===== src/rtl/multi_oneshot.sv =====
// multi_oneshot: NUM_CH independent edge-triggered one-shots with a shared,
// programmable pulse length.
//
// Ports:
//   clk        system clock, all logic on posedge
//   reset      synchronous, active-high reset
//   level_in   per-channel level inputs
//   ch_en      per-channel enable (0 aborts an active pulse)
//   edge_sel   per-channel mode [2i+1:2i]: 00 rise, 01 fall, 10 both, 11 none
//   pulse_len  pulse length in cycles (0 behaves as 1)
//   retrig     1: an edge during a pulse reloads it; 0: the edge is dropped
//   ovr_clr    clears all overrun flags (a same-cycle set wins)
//   pulse_out  registered per-channel pulses
//   busy       same as pulse_out, kept for status-register mapping
//   overrun    sticky per-channel "edge dropped" flags
//   any_pulse  registered OR of pulse_out, aligned with pulse_out
//
// Optional build macro MULTI_ONESHOT_SYNC_EN: inserts a 2-flop synchroniser
// per channel ahead of edge detection (adds 2 cycles of latency).
//
// Per-channel state is implicit in the down-counter:
//   state | meaning
//   IDLE  | cnt == 0, waiting for a selected edge
//   PULSE | cnt != 0, pulse_out high, counting down to 0
module multi_oneshot #(
  parameter int NUM_CH = 4,
  parameter int LEN_W  = 8
) (
  input  logic                  clk,
  input  logic                  reset,
  input  logic [NUM_CH-1:0]     level_in,
  input  logic [NUM_CH-1:0]     ch_en,
  input  logic [2*NUM_CH-1:0]   edge_sel,
  input  logic [LEN_W-1:0]      pulse_len,
  input  logic                  retrig,
  input  logic                  ovr_clr,
  output logic [NUM_CH-1:0]     pulse_out,
  output logic [NUM_CH-1:0]     busy,
  output logic [NUM_CH-1:0]     overrun,
  output logic                  any_pulse
);

  logic [NUM_CH-1:0] lvl;
  logic [NUM_CH-1:0] prev;
  logic [LEN_W-1:0]  cnt     [NUM_CH];
  logic [LEN_W-1:0]  cnt_nxt [NUM_CH];
  logic [NUM_CH-1:0] pulse_nxt;
  logic [NUM_CH-1:0] ovr_set;
  logic [LEN_W-1:0]  load_val;

`ifdef MULTI_ONESHOT_SYNC_EN
  logic [NUM_CH-1:0] sync1, sync2;

  always_ff @(posedge clk) begin
    if (reset) begin
      sync1 <= '0;
      sync2 <= '0;
    end else begin
      sync1 <= level_in;
      sync2 <= sync1;
    end
  end

  assign lvl = sync2;
`else
  assign lvl = level_in;
`endif

  assign load_val = (pulse_len == '0) ? LEN_W'(1) : pulse_len;

  always_comb begin
    pulse_nxt = '0;
    ovr_set   = '0;
    for (int i = 0; i < NUM_CH; i++) begin
      logic rise, fall, ev;
      rise = lvl[i] & ~prev[i];
      fall = ~lvl[i] & prev[i];
      case (edge_sel[2*i +: 2])
        2'b00:   ev = rise;
        2'b01:   ev = fall;
        2'b10:   ev = rise | fall;
        default: ev = 1'b0;
      endcase

      cnt_nxt[i] = cnt[i];
      if (!ch_en[i]) begin
        cnt_nxt[i] = '0;
      end else if (cnt[i] == '0) begin
        if (ev) cnt_nxt[i] = load_val;
      end else if (ev && retrig) begin
        cnt_nxt[i] = load_val;
      end else begin
        // Decrement only from a non-zero count, so no wrap is possible.
        cnt_nxt[i] = cnt[i] - LEN_W'(1);
        ovr_set[i] = ev;
      end
      pulse_nxt[i] = (cnt_nxt[i] != '0);
    end
  end

  always_ff @(posedge clk) begin
    if (reset) begin
      prev      <= '0;
      pulse_out <= '0;
      overrun   <= '0;
      any_pulse <= 1'b0;
      for (int i = 0; i < NUM_CH; i++) cnt[i] <= '0;
    end else begin
      // prev tracks regardless of ch_en so re-enabling on a held level is silent.
      prev      <= lvl;
      pulse_out <= pulse_nxt;
      any_pulse <= |pulse_nxt;
      overrun   <= (overrun & ~{NUM_CH{ovr_clr}}) | ovr_set;
      for (int i = 0; i < NUM_CH; i++) cnt[i] <= cnt_nxt[i];
    end
  end

  assign busy = pulse_out;

endmodule


===== config.mk =====
export PLATFORM = sky130hd
export DESIGN_NAME = multi_oneshot
export DESIGN_NICKNAME = d
export VERILOG_FILES = /design/src/rtl/multi_oneshot.sv
export SDC_FILE = /design/constraint.sdc
export NUM_CORES = 1
export LEC_CHECK = 0
export CAP_MARGIN = 20
export CORE_MARGIN = 4
export CORE_UTILIZATION = 50
export DETAILED_ROUTE_END_ITERATION = 6
export PLACE_DENSITY = 0.86
export SYNTH_ARGS = -nofsm -noshare
export SYNTH_HDL_FRONTEND = slang
export SYNTH_SLANG_ARGS = --single-unit

===== constraint.sdc =====
create_clock -name clk -period 2.4 [get_ports clk]
set_input_delay 0.48 -clock clk [delete_from_list [all_inputs] [get_ports clk]]
set_output_delay 0.48 -clock clk [all_outputs]
set_load 0.005 [all_outputs]

==> run metrics <==
Warnings, synthesis=0; Synth area leaders=dfxtp_1 (31%), ha_1 (6.8%), nor2_1 (5.7%); htree depth=2; initial drt markers=320; first-pass GRT wire length=14630 um; post-synthesis net count=390; effective utilization at floorplan=0.5254; die area=7185 um^2; Max clock buf depth=2; asr flop ratio synth=0; fraction of the yosys area taken by sequential cells=0.3057; Final Routed Wirelength=10330 um; die extent in x=84.77 um; final net count=509; cts hold-fix bufs=0; worst-skew pair later-pin latency=0.30 ns; Slew headroom=0.6725; count of pins over their slew limit=0; share of the synthesized area in the top cell type=0.3057; CTS Buf Count=5; Crit path arrival time=2.56 ns; Setup Viol. Count Final=0; # diodes=0; Final Hold Slack=0.5051 ns; setup TNS=0 ns; drt first pass iters=5; Worst-Margin Slew=0.4912 ns; Power Dens Cells=1054 nW/um^2; share of cells above drive strength 1=0.3734; VDD IR max=0.6686 mV; PortBufs=40; Rows=27; Max Clock Skew=0.002769 ns; antenna violations before repair=0; worst path required time=2.57 ns; clock-pin slew on the worst setup and hold paths=0.09 ns; type of origin of the critical path=primary input; RSZ-0062 raised after global routing=true; outcome=completed; WS Path Type=primary input to flop; Vias=3299; number of global-route vias before repair=3133; pre-CTS WS=-0.5781 ns; die height=84.77 um; Syn Area/Cell=8.516 um^2; Main synth FF type=dfxtp_1; Critical Path Fanout Max=5; pin count of the biggest net entering global routing=46; area delta synth->final=50.87%; RD Place Congestion=0.9794; worst hold-check path type=flop to flop; post-route ant nets=0; Post-Synthesis Cells=346; HPWL Detailed=6357 um; min setup slack post-route=0.01711 ns; crit path time final=2.383 ns; core area=5608 um^2; most frequent cells after synthesis=dfxtp_1 (45), nor2_1 (45), inv_1 (27), nor3_1 (21), ha_1 (16); CP endpoint kind=flop; library cells used by synthesis=69; #FFs+latches synth=45; clock sinks=45; Via density=6.132; post-synth top area cell=dfxtp_1; CTS tree=built; final hold viol count=0; Clock Tree Root=clkbuf_8; Tot Pwr=0.004686 W; Max-cap violations=0; EDFF count, synth=0; Wirelength per Cell=19.21 um; GR Overflow Total=0; Synth Cell Area=2947 um^2; Fmax=0.4197 GHz; LEAKAGE=1.898 nW; Final Cycle Share=0.9929; Tot GR Track Use=0.2502; drc violations=0; # IOs=41
[per-stage QoR]
step	instances	util	instance area, um^2
detailed placement	515	0.6914	3877
finish	538	0.7927	4446
floorplan	346	-	2947
global route	538	0.7927	4446
global placement	515	0.6914	3877
CTS	531	0.7396	4148
[registers in the layout, summed over array words and instances (netlist names)]
name	cells
cnt	32
busy	4
overrun	4
prev	4
any_pulse	1
[cell usage in the layout (no fill, tap or decap), types with 3 or more instances in the layout]
cell type / n
dlygate4sd2_1: 3
a21oi_2: 7
clkbuf_8: 7
nand2_1: 14
inv_2: 5
dlymetal6s2s_1: 5
nor3b_1: 7
and2_2: 3
nor2_4: 3
o211ai_1: 3
or4_4: 3
ha_1: 15
clkdlybuf4s50_1: 32
dfxtp_1: 44
nor4_2: 5
nor3_1: 19
xor2_1: 8
o21ai_2: 3
xnor2_1: 12
o31ai_1: 3
a21oi_1: 4
a32oi_1: 9
nor3b_2: 4
a22oi_2: 6
a211oi_1: 4
nor2_1: 42
a22oi_1: 3
inv_1: 22
or4_1: 3
buf_4: 84
o21ai_1: 10
[logic make-up (layout without fill, tap and decap cells)]
logic type,count (synthesis),in the layout,synth area share
DFF,45,45,0.3057
adders and majority gates,16,16,0.06794
buffers and inverters,41,161,0.06454
xor gates and xnor gates,20,20,0.05945
and+or+nand+nor,135,135,0.2684
muxes,3,3,0.01019
AOI/OAI and AO/OA,86,86,0.2238
[area by class of cell]
cell class | instances | area (um^2)
timing repair buffer | 125 | 1060
sequential | 45 | 902.1
fill | 330 | 1162
inverter | 28 | 105.1
multi-input combinational | 260 | 2187
tap | 72 | 90.09
clock inverter | 1 | 5.005
clock buffer | 7 | 96.34
[power by group]
| part | internal (W) | switching, W | leakage, nW |
|---|---|---|---|
| logic | 0.00157 | 0.00150 | 1.47 |
| registers | 0.000903 | 0.000175 | 0.370 |
| clock network | 0.000261 | 0.000276 | 0.0542 |
[timing repair]
action | in CTS | in global routing
endpoints found under the setup margin | 6 | 7
setup buffers | 8 | 7
pin swaps | 15 | 30
resized for setup | 29 | 58
[critical path: stages]
cell and delay [ns]:
dlygate4sd2_1 0.22, inv_2 0.04, ha_1 0.29, nor2b_2 0.17
a211oi_4 0.08, buf_4 0.16, nor3_1 0.28, a2bb2oi_2 0.24
a41oi_2 0.15, nor4_2 0.18, buf_4 0.16, a41oi_2 0.09
[layer usage]
metal | up-vias | track usage | routed length, um
met5 | - | 0 | 0
met4 | 0 | 0.1108 | 539
met3 | 53 | 0.03827 | 689
met2 | 160 | 0.4299 | 5050
met1 | 1576 | 0.3074 | 4053
li1 | 1510 | - | -
[final timing paths]
kind | slack (ns) | startpoint | end | depth (start not counted)
worst max-delay path | 0.02 | level_in[0] | any_pulse | 12
worst max register to register | 0.03 | cnt[0][1] | any_pulse | 10
worst min-delay path | 0.51 | overrun[2] | overrun[2] | 2
worst min register to register | 0.51 | overrun[2] | overrun[2] | 2
Power figures use the tool's default switching activity.
